### src/rtl/ext_irq_controller.sv
`timescale 1ns / 1ps
// ext_irq_controller
// External interrupt source for the processor's ExtIRQ input. Synchronises
// asynchronous device request lines, detects rising edges, latches them as
// pending, and presents the lowest-index eligible source to the processor,
// holding it until the processor acknowledges entry to the handler.
//
// Ports:
//   CLOCK_50  in   system clock, rising edge
//   reset     in   asynchronous active-high reset
//   irq_src   in   asynchronous request lines, rising edge = event
//   irq_mask  in   1 = source masked (still latches pending, not presented)
//   ExtIAck   in   one-cycle ack pulse when the exception is taken
//   lost_clr  in   synchronous clear of the lost flags
//   ExtIRQ    out  registered interrupt request
//   irq_id    out  index of the presented source, valid while ExtIRQ=1
//   pending   out  registered pending flags
//   lost      out  sticky per-source dropped-event flags
module ext_irq_controller #(
    parameter int N_SRC = 4,
    parameter int ID_W  = 2
) (
    input  logic             CLOCK_50,
    input  logic             reset,
    input  logic [N_SRC-1:0] irq_src,
    input  logic [N_SRC-1:0] irq_mask,
    input  logic             ExtIAck,
    input  logic             lost_clr,
    output logic             ExtIRQ,
    output logic [ID_W-1:0]  irq_id,
    output logic [N_SRC-1:0] pending,
    output logic [N_SRC-1:0] lost
);

    typedef enum logic [1:0] {
        StIdle   = 2'd0,
        StAssert = 2'd1,
        StGap    = 2'd2
    } state_e;

    state_e r_state;
    state_e w_state_d;

    logic [N_SRC-1:0] r_s1;
    logic [N_SRC-1:0] r_s2;
    logic [N_SRC-1:0] r_s3;
    logic [N_SRC-1:0] r_pending;
    logic [N_SRC-1:0] r_lost;
    logic             r_irq;
    logic [ID_W-1:0]  r_id;

    logic [N_SRC-1:0] w_rise;
    logic [N_SRC-1:0] w_clr;
    logic [N_SRC-1:0] w_eligible;
    logic [N_SRC-1:0] w_pending_d;
    logic [N_SRC-1:0] w_lost_d;
    logic [ID_W-1:0]  w_winner;
    logic             w_irq_d;
    logic [ID_W-1:0]  w_id_d;

    assign w_rise     = r_s2 & ~r_s3;
    assign w_eligible = r_pending & ~irq_mask;

    // Clear only the presented source, and only while a request is outstanding;
    // acks in IDLE or GAP are ignored.
    always_comb begin
        w_clr = '0;
        for (int i = 0; i < N_SRC; i++) begin
            w_clr[i] = (r_state == StAssert) && ExtIAck && (r_id == ID_W'(i));
        end
    end

    // Set wins over clear, so an event coinciding with its own ack is kept.
    assign w_pending_d = (r_pending & ~w_clr) | w_rise;

    // A new loss wins over lost_clr.
    always_comb begin
        w_lost_d = lost_clr ? '0 : r_lost;
        w_lost_d = w_lost_d | (w_rise & r_pending & ~w_clr);
    end

    // Fixed priority: lowest index wins, so scan from the top down.
    always_comb begin
        w_winner = '0;
        for (int i = N_SRC - 1; i >= 0; i--) begin
            if (w_eligible[i]) begin
                w_winner = ID_W'(i);
            end
        end
    end

    always_comb begin
        w_state_d = r_state;
        w_irq_d   = r_irq;
        w_id_d    = r_id;
        unique case (r_state)
            StIdle: begin
                if (|w_eligible) begin
                    w_state_d = StAssert;
                    w_irq_d   = 1'b1;
                    w_id_d    = w_winner;
                end
            end
            StAssert: begin
                // Held without retraction or preemption until acknowledged.
                if (ExtIAck) begin
                    w_state_d = StGap;
                    w_irq_d   = 1'b0;
                end
            end
            StGap: begin
                w_state_d = StIdle;
                w_irq_d   = 1'b0;
            end
            default: begin
                w_state_d = StIdle;
                w_irq_d   = 1'b0;
            end
        endcase
    end

    always_ff @(posedge CLOCK_50 or posedge reset) begin
        if (reset) begin
            r_s1      <= '0;
            r_s2      <= '0;
            r_s3      <= '0;
            r_pending <= '0;
            r_lost    <= '0;
            r_state   <= StIdle;
            r_irq     <= 1'b0;
            r_id      <= '0;
        end else begin
            r_s1      <= irq_src;
            r_s2      <= r_s1;
            r_s3      <= r_s2;
            r_pending <= w_pending_d;
            r_lost    <= w_lost_d;
            r_state   <= w_state_d;
            r_irq     <= w_irq_d;
            r_id      <= w_id_d;
        end
    end

    assign ExtIRQ  = r_irq;
    assign irq_id  = r_id;
    assign pending = r_pending;
    assign lost    = r_lost;

endmodule

### config.mk
export PLATFORM = sky130hd
export DESIGN_NAME = ext_irq_controller
export DESIGN_NICKNAME = d
export VERILOG_FILES = /design/src/rtl/ext_irq_controller.sv
export SDC_FILE = /design/constraint.sdc
export NUM_CORES = 1
export LEC_CHECK = 0
export ABC_AREA = 1
export BUFFER_PORTS_ARGS = -buffer_cell sky130_fd_sc_hd__buf_2
export CAP_MARGIN = 20
export CORE_UTILIZATION = 53
export DETAILED_ROUTE_END_ITERATION = 6
export PLACE_DENSITY = 0.8
export RECOVER_POWER = 25
export SKIP_CTS_REPAIR_TIMING = 1
export SLEW_MARGIN = 25
export SYNTH_ARGS = -nofsm -noshare
export SYNTH_HDL_FRONTEND = slang
export SYNTH_SLANG_ARGS = --single-unit
### constraint.sdc
create_clock -name CLOCK_50 -period 1.6 [get_ports CLOCK_50]
set_input_delay 0.24 -clock CLOCK_50 [delete_from_list [all_inputs] [get_ports CLOCK_50]]
set_output_delay 0.24 -clock CLOCK_50 [all_outputs]
set_load 0.03 [all_outputs]
==> summary.md <==
| Metric | Value |
|---|---|
| Outcome | `finished clean` |
| Critical path launch point type | `register` |
| Lkg Pwr | `0.609 nW` |
| Clock Skews | `~1.7 ps` |
| Placer Congestion | `around 0.78` |
| DRT antenna net count | `0` |
| Synth Area per Inst | `around 10 um^2` |
| Layout cells sized above 1 | `25.9%` |
| Vias | `between 600 and 700` |
| Worst Max-Slew Pin Slew | `between 500 and 600 ps` |
| Synth Cell Area | `roughly 880 um^2` |
| Critical Path AT | `990 ps` |
| Place WS | `601 ps` |
| Fmax achieved | `between 0.8 and 0.9 GHz` |
| Vias per cell | `4.84` |
| Critical-path cell list | `buf_2` |
| WS Path Type | `register to output port` |
| Aggregate routed wire length | `between 1000 and 1500 um` |
| RSZ-0062 raised after global routing | `false` |
| Worst setup EP type | `output port` |
| Setup slack after layout | `around 370 ps` |
| Synth Net Count | `100` |
| Pwr/cell area | `1760 nW/um^2` |
| Mapped Cells | `slightly below 90` |
| TNS Setup | `0 ps` |
| Die H | `42.7 um` |
| Area delta synth->final | `22.5%` |
| Netlist cell types | `13` |
| DR pass1 iterations | `4` |
| Final setup viols | `0` |
| Fin nets | `~130` |
| Max Cap Viol | `0` |
| Total CTS buffers | `3` |
| Synth area leader | `dfrtp_1` |
| Final Hold Slack | `~34 ps` |
| Vias in the first global route | `659` |
| DRC Markers | `0` |
| # diodes | `0` |
| Num ports | `23` |
| Bufs on Longest Clock Path | `2` |
| Detail Placement HPWL | `roughly 1100 um` |
| Slowest cell on crit path | `dfrtp_1` |
| Core area | `~1500 um^2` |
| Hold Crit Class | `input port to register` |
| Skew-Pair Late Insertion Delay | `300 ps` |
| Maximum vdd drop | `around 1 mV` |
| CP Data Required Time | `around 1400 ps` |
| GR Overflow Total | `0` |
| CTS clk-pin slew, worst paths | `120 ps` |
| Die width | `between 40 and 50 um` |
| Largest net degree at the start of global routing | `25` |
| Die Area | `1820 um^2` |
| Multi-input gate area | `between 200 and 250 um^2` |
| Clk root buf | `clkbuf_4` |
| Crit path largest cell delay | `460 ps` |
| Max-slew violations | `0` |
| Wirelength per Cell | `approximately 11 um` |
| #FFs+latches synth | `24` |
| R2R setup slack | `590 ps` |
| Initial DRC count | `8` |
| Final Util | `70.6%` |
| CTS H-tree depth | `1` |
| FF/Latch Area | `601 um^2` |
| Starting Density | `slightly below 60%` |
| Fill cells | `about 110` |
| Fin crit period | `around 1200 ps` |
| Initial antenna violation count | `0` |
| Rows | `14` |
| Post-synth top area share | `between 60% and 70%` |
| Top cells by area, synth | `dfrtp_1, nand2_1, inv_1` |
| Final Hold Fails | `0` |
| Relative slew margins | `62.6%` |
| Port-buffer cells | `22` |
| Crit path max-delay family | `flip-flops` |
| CP Max Fanout | `5` |
| CTS tree | `built` |
| YS warnings | `0` |
| First-pass GRT wire length | `2660 um` |
| Period utilization | `between 70 and 80%` |
| Crit path buf inv count | `1` |
| Sequential share of the synthesized area | `68.4%` |
| Total track usage | `between 10% and 20%` |
| Total clock sinks | `24` |
[cell usage in the layout (no fill, tap or decap)]
| cell | synthesis | layout |
|---|---|---|
| nand2_2 | 1 | 1 |
| dlygate4sd3_1 | 0 | 1 |
| nor2_4 | 1 | 1 |
| o21ai_1 | 4 | 4 |
| buf_2 | 0 | 22 |
| nand3_2 | 1 | 1 |
| nand3_1 | 7 | 7 |
| dfrtp_1 | 24 | 24 |
| clkbuf_4 | 0 | 3 |
| clkbuf_2 | 0 | 1 |
| o211ai_1 | 1 | 1 |
| nand2_1 | 25 | 25 |
| nor3_1 | 1 | 1 |
| a21oi_1 | 1 | 1 |
| bufinv_16 | 0 | 1 |
| inv_1 | 16 | 16 |
| nor2_1 | 5 | 5 |
| o21ai_0 | 1 | 1 |
[Yosys cell counts (all sizes together)]
| cell | n |
|---|---|
| nor2 | 6 |
| nand2 | 26 |
| nor3 | 1 |
| o21ai | 5 |
| o211ai | 1 |
| nand3 | 8 |
| inv | 16 |
| dfrtp | 24 |
| a21oi | 1 |
[per-stage QoR]
stage / instance area, um^2 / power (mW) / cells
after global placement: 1020 / 1.46 / 127
after detailed placement: 1020 / 1.50 / 127
after global routing: 1080 / 2.02 / 132
final: 1080 / 1.89 / 132
after floorplan: 878 / 1.30 / 88
after CTS: 1070 / 1.92 / 131
[state kept, by name (all words and copies together) (netlist names)]
register	flops
ExtIRQ	1
irq_id	2
lost	4
pending	4
r_s1	4
r_s2	4
r_s3	4
r_state	1
[metal layers]
metal	up-vias	track usage, %	share of wire, %
li1	326	-	-
met4	0	7.50	0.62
met1	300	23.7	44
met2	11	35.5	53
met3	2	3.83	2.4
met5	-	0	0
[final cells by class]
| class | count | area share (%) |
|---|---|---|
| sequential | 24 | 55.8 |
| multi-input combinational | 48 | 20.2 |
| timing repair buffer | 24 | 11.6 |
| inverter | 16 | 5.58 |
| clock inverter | 1 | 2.79 |
| clock buffer | 3 | 2.09 |
| tap | 16 | 1.86 |
[logic make-up after synthesis]
| family | share of synthesized area, % |
|---|---|
| buffers and inverters | 6.84 |
| and+or+nand+nor | 20.5 |
| AOI/OAI and AO/OA | 4.27 |
| DFF | 68.4 |
[power breakdown]
part	leakage (nW)	total, mW	internal [mW]	switching (mW)
combinational	0.304	0.630	0.189	0.441
clock	0.0279	0.420	0.253	0.167
sequential	0.277	0.844	0.732	0.112
[final timing paths]
| kind | from | end | cells past startpoint |
|---|---|---|---|
| min | irq_src[1] | r_s1[1]$_DFF_PP0_ | 1 |
| min reg2reg | r_s1[3]$_DFF_PP0_ | r_s2[3]$_DFF_PP0_ | 0 |
| min in group asynchronous | reset | r_s1[3]$_DFF_PP0_ | 4 |
| max reg2reg | r_state[1]$_DFFE_PP0P_ | lost[1]$_DFF_PP0_ | 6 |
| max | irq_id[0]$_DFFE_PP0P_ | irq_id[0] | 1 |
| max in group asynchronous | reset | pending[1]$_DFF_PP0_ | 4 |
No activity file was read; power rests on OpenSTA's default activity.
